==> config.mk <==
export PLATFORM = sky130hd
export DESIGN_NAME = ram_sp_clr
export DESIGN_NICKNAME = d
export VERILOG_FILES = /design/src/rtl/ram_sp_clr.sv
export SDC_FILE = /design/constraint.sdc
export NUM_CORES = 1
export LEC_CHECK = 0
export BUFFER_PORTS_ARGS = -buffer_cell sky130_fd_sc_hd__clkbuf_2
export CAP_MARGIN = 20
export CORE_MARGIN = 2
export CORE_UTILIZATION = 61
export DETAILED_ROUTE_END_ITERATION = 8
export GPL_ROUTABILITY_DRIVEN = 0
export PLACE_DENSITY = 0.79
export SETUP_SLACK_MARGIN = 0.2
export SLEW_MARGIN = 20
export SYNTH_ARGS = -nofsm -noshare
export SYNTH_HDL_FRONTEND = slang
export SYNTH_SLANG_ARGS = --single-unit
export TNS_END_PERCENT = 10
==> constraint.sdc <==
create_clock -name clk -period 3.26 [get_ports clk]
set_input_delay 0.489 -clock clk [delete_from_list [all_inputs] [get_ports clk]]
set_output_delay 0.489 -clock clk [all_outputs]
set_load 0.03 [all_outputs]
==> src/rtl/ram_sp_clr.sv <==
// Single-port byte-enabled RAM with a registered, write-through read port.
// Reset or a clr pulse triggers a one-word-per-cycle zeroing sweep.
module ram_sp_clr #(
   parameter int DATA_W = 8,
   parameter int ADDR_W = 4
) (
   input  logic                  clk,
   input  logic                  rst_n,
   input  logic                  ce,
   input  logic                  rd_en,
   input  logic                  wr_en,
   input  logic [DATA_W/8-1:0]   be,
   input  logic [ADDR_W-1:0]     addr,
   input  logic [DATA_W-1:0]     data_in,
   input  logic                  clr,
   output logic [DATA_W-1:0]     data_out,
   output logic                  valid,
   output logic                  busy
);

   localparam int DEPTH = 2 ** ADDR_W;
   localparam int NB    = DATA_W / 8;

   // Handshake: no backpressure. A request is accepted on any rising edge where
   // busy=0, ce=1 and clr=0; read data returns the next cycle with valid=1 for
   // exactly one cycle. While busy=1 every request is silently dropped.
   typedef enum logic {
      S_CLEAR = 1'b0,
      S_IDLE  = 1'b1
   } state_t;

   state_t              r_state;
   state_t              w_state_nxt;
   logic [ADDR_W:0]     r_cnt;
   logic [ADDR_W:0]     w_cnt_nxt;
   logic [ADDR_W:0]     w_cnt_inc;
   logic                w_sweep_done;
   logic [DATA_W-1:0]   r_mem [DEPTH];
   logic [DATA_W-1:0]   r_data_out;
   logic                r_valid;
   logic [DATA_W-1:0]   w_rd_word;
   logic [DATA_W-1:0]   w_merged;
   logic                w_req_ok;
   logic                w_do_wr;
   logic                w_do_rd;

   always_comb begin
      w_req_ok  = (r_state == S_IDLE) && ce && !clr;
      w_do_wr   = w_req_ok && wr_en;
      w_do_rd   = w_req_ok && rd_en;
      w_rd_word = r_mem[addr];
      // Merged word is both the write value and the write-through read value.
      w_merged  = w_rd_word;
      for (int k = 0; k < NB; k++) begin
         if (wr_en && be[k]) begin
            w_merged[8*k +: 8] = data_in[8*k +: 8];
         end
      end
   end

   // Extra counter bit flags the last sweep word without a separate compare.
   always_comb begin
      w_cnt_inc    = r_cnt + 1'b1;
      w_sweep_done = w_cnt_inc[ADDR_W];
   end

   always_comb begin
      w_state_nxt = r_state;
      w_cnt_nxt   = r_cnt;
      case (r_state)
         S_CLEAR: begin
            w_cnt_nxt = w_cnt_inc;
            if (w_sweep_done) begin
               w_state_nxt = S_IDLE;
               w_cnt_nxt   = '0;
            end
         end
         S_IDLE: begin
            if (clr) begin
               w_state_nxt = S_CLEAR;
               w_cnt_nxt   = '0;
            end
         end
         default: begin
            w_state_nxt = S_CLEAR;
            w_cnt_nxt   = '0;
         end
      endcase
   end

   always_ff @(posedge clk or negedge rst_n) begin
      if (!rst_n) begin
         r_state    <= S_CLEAR;
         r_cnt      <= '0;
         r_data_out <= '0;
         r_valid    <= 1'b0;
      end else begin
         r_state    <= w_state_nxt;
         r_cnt      <= w_cnt_nxt;
         r_valid    <= w_do_rd;
         r_data_out <= w_do_rd ? w_merged : '0;
      end
   end

   // Array has no reset; the sweep is the only zeroing path.
   always_ff @(posedge clk) begin
      if (r_state == S_CLEAR) begin
         r_mem[r_cnt[ADDR_W-1:0]] <= '0;
      end else if (w_do_wr) begin
         r_mem[addr] <= w_merged;
      end
   end

   assign data_out = r_data_out;
   assign valid    = r_valid;
   assign busy     = (r_state == S_CLEAR);

endmodule

==> impl_metrics.toml <==
[yosys]
yosys.cell_types.count = 35
ys_ff_latch = 142
yosys_warnings = 0
syn_inst = 359
syn_avg_cell_area_um2 = 16.4
synth_area_um2 = 5870
synth_fp_nets = 379
ys_seq_area_frac = 0.714

[final_layout]
n_antenna_cell = 0
area_growth_pct = 16.0
layout-drive-gt1-share = 0.234
fin_nets = 434

[sta]
fmax_mhz = 400
slew_violations = 0
relSlewSlack = 0.345
skew_ns = 0.00977
worstMarginPinSlew_ns = 0.982
setup_viol = 0
min_period_ns = 2.50
fin_ws_ns = 0.757
whs_ns = 0.275
rsz0062_at_grt = "false"
fin_crit_sh = 0.768
hold_viol = 0
setup_tns_ns = 0

[worst_hold_path]
hp-start = "data_in[3]"
hold_class = "in2reg"

[worst_setup_path]
crit_required_ns = 3.42
reg2reg_to = "r_mem[14][4]"
worst_r2r_startpoint = "r_state"
critPathMaxFanout = 15
crit_start = "r_state"
r2r_cells = 4
crit_path_start_kind = "flip-flop"
cp-end-kind = "flip-flop"
worstPathArrival_ns = 2.66
critPathCapture = "r_mem[14][4]"
ff2ff_setup_slack_ns = 0.76
path_class = "reg2reg"

[route]
drtIter0Drc = 348
vias_per_cell = 6.24
drt-pass1-iter-count = 5
num_vias = 3469
drc = 0
ant_nets = 0
drt_wl_total_mm = 12.8
wl_per_cell_um = 23.0

[clock_network]
cts-resized-gates = 0
cts_buffers = 17
clk_pin_slew_ns = 0.06
cts_tree = "built"
cts_sinks = 142
post_cts_buffers = 0
clockBufferDepth = 2
cts-root-buf = "clkbuf_8"
clk_latency_ns = 0.54
h-tree-depth = 4

[run]
maxCapViolCount = 0

[grt]
antenna_found_initial = 0
grt_max_degree = 34
grt-ovfl-total = 0
grt_pass1_wl_mm = 19.0
track_usage = 0.265
grt_pass1_vias = 3371

[pwr]
p_total_w = 0.00506
pwr_density_cell_nw_per_um2 = 742
power_leakage_nw = 2.61
peakVddDrop_mv = 0.378

[placement]
preCtsSetupSlack_ns = 0.416
hpwl_mm = 8.25
io_buffers = 28

[floorplanning]
die_h_um = 102
die_x_um = 102
start_util = 0.633
io_pins = 29
core-area_um2 = 9280
rows = 35
die_area_um2 = 10400

[run_status]
outcome = "finished clean"
## per-layer routing
layer  GRT usage  part of all wire  wire length, um  vias up
met1       0.356              0.40             5160     1700
met3      0.0759             0.090             1150       34
met4       0.133             0.030              386        0
met2       0.402              0.48             6100      207
met5           0                 0                0        -
li1            -                 -                -     1528
## cells by family after synthesis
group | after synthesis | share of synthesized area
compound gates | 64 | 0.0735
fa+ha+maj | 1 | 0.00213
buf+inv | 22 | 0.0309
flops | 142 | 0.714
mux | 62 | 0.111
simple gates | 68 | 0.0682
## metrics by stage
stage | instance area [um^2] | instances | util
floorplan | 5870 | 359 | -
global placement | 6210 | 523 | 0.669
detailed placement | 6210 | 523 | 0.669
CTS | 6820 | 556 | 0.734
global route | 6820 | 556 | 0.734
finish | 6820 | 556 | 0.734
## critical path, stage by stage (launching register included)
cell and delay [ns]:
dfrtp_1 0.52, nand4b_2 0.42, nor3b_1 0.32, a31oi_1 0.15
nor2_1 0.71
## synth_stat cells
library cell,instances,area [um^2]
edfxtp_1,128,3840
mux2i_1,60,601
nor2_1,32,120
a22oi_1,28,210
a21oi_1,21,105
dfrtp_1,14,350
nor4_2,10,125
nand2_1,8,30.0
buf_2,6,30.0
a31oi_1,5,31.3
buf_6,5,56.3
inv_1,5,18.8
nor4_1,4,25.0
a21o_1,3,22.5
buf_12,3,60.1
nor3b_1,3,22.5
a22oi_2,2,25.0
and3_1,2,12.5
mux4_1,2,52.6
nor3_1,2,10.0
o21ai_0,2,10.0
a21bo_2,1,10.0
a21oi_2,1,8.76
a22o_1,1,8.76
and2_1,1,6.26
and2b_1,1,7.51
buf_4,1,7.51
clkbuf_1,1,3.75
clkbuf_2,1,5.00
ha_1,1,12.5
nand2b_1,1,6.26
nand3_1,1,5.00
nand4b_1,1,8.76
nand4b_2,1,15.0
nor2b_1,1,6.26
## power by group
group | internal, W | switching (W)
Combinational | 0.000231 | 0.000505
Clock | 0.00117 | 0.000743
Sequential | 0.00230 | 0.000102
Total | 0.00371 | 0.00135
## timing repair
item                                    4_1_cts  5_1_grt
endpoints found under the hold margin        14        0
hold buffers                                  1        0
endpoints found under the setup margin        0        0
## cells in the final DEF (no fill, tap or decap), types with 2 or more instances in the layout
cell	Yosys	layout
nor4_2	10	12
nor4_1	4	2
o21ai_0	2	2
bufinv_16	0	3
nor3b_1	3	3
clkinv_4	0	4
clkbuf_16	0	16
a21o_1	3	3
buf_4	1	25
mux2i_1	60	60
clkbuf_2	1	27
clkinvlp_4	0	2
nor3_1	2	2
a22oi_2	2	2
nor2_1	32	32
a31oi_1	5	5
inv_6	0	4
dfrtp_1	14	14
mux4_1	2	2
and3_1	2	2
a22oi_1	28	28
edfxtp_1	128	128
a21oi_1	21	21
nand2_1	8	8
inv_1	5	5
## how the worst min path moves through the flow
| stage | end | slack (ns) | depth (start not counted) |
|---|---|---|---|
| floorplan | data_out[0] | 0.19 | 0 |
| global placement | r_cnt[3] | 0.42 | 1 |
| detailed placement | r_cnt[3] | 0.43 | 1 |
| CTS | data_out[3] | 0.27 | 3 |
| global route | data_out[1] | 0.31 | 3 |
| finish | data_out[3] | 0.27 | 3 |
## state kept, by name, summed over array words and instances, names as in the netlist
name	flops
r_cnt	4
data_out	8
r_mem	128
r_state	1
valid	1
## cell type report
cell class,count,area (um^2)
Clock buffer,17,414
Clock inverter,15,184
Fill cell,592,2470
Inverter,5,18.8
Multi-Input combinational cell,195,1510
Sequential cell,142,4190
Tap cell,129,161
Timing Repair Buffer,53,333
No activity file was read; power rests on OpenSTA's default activity.
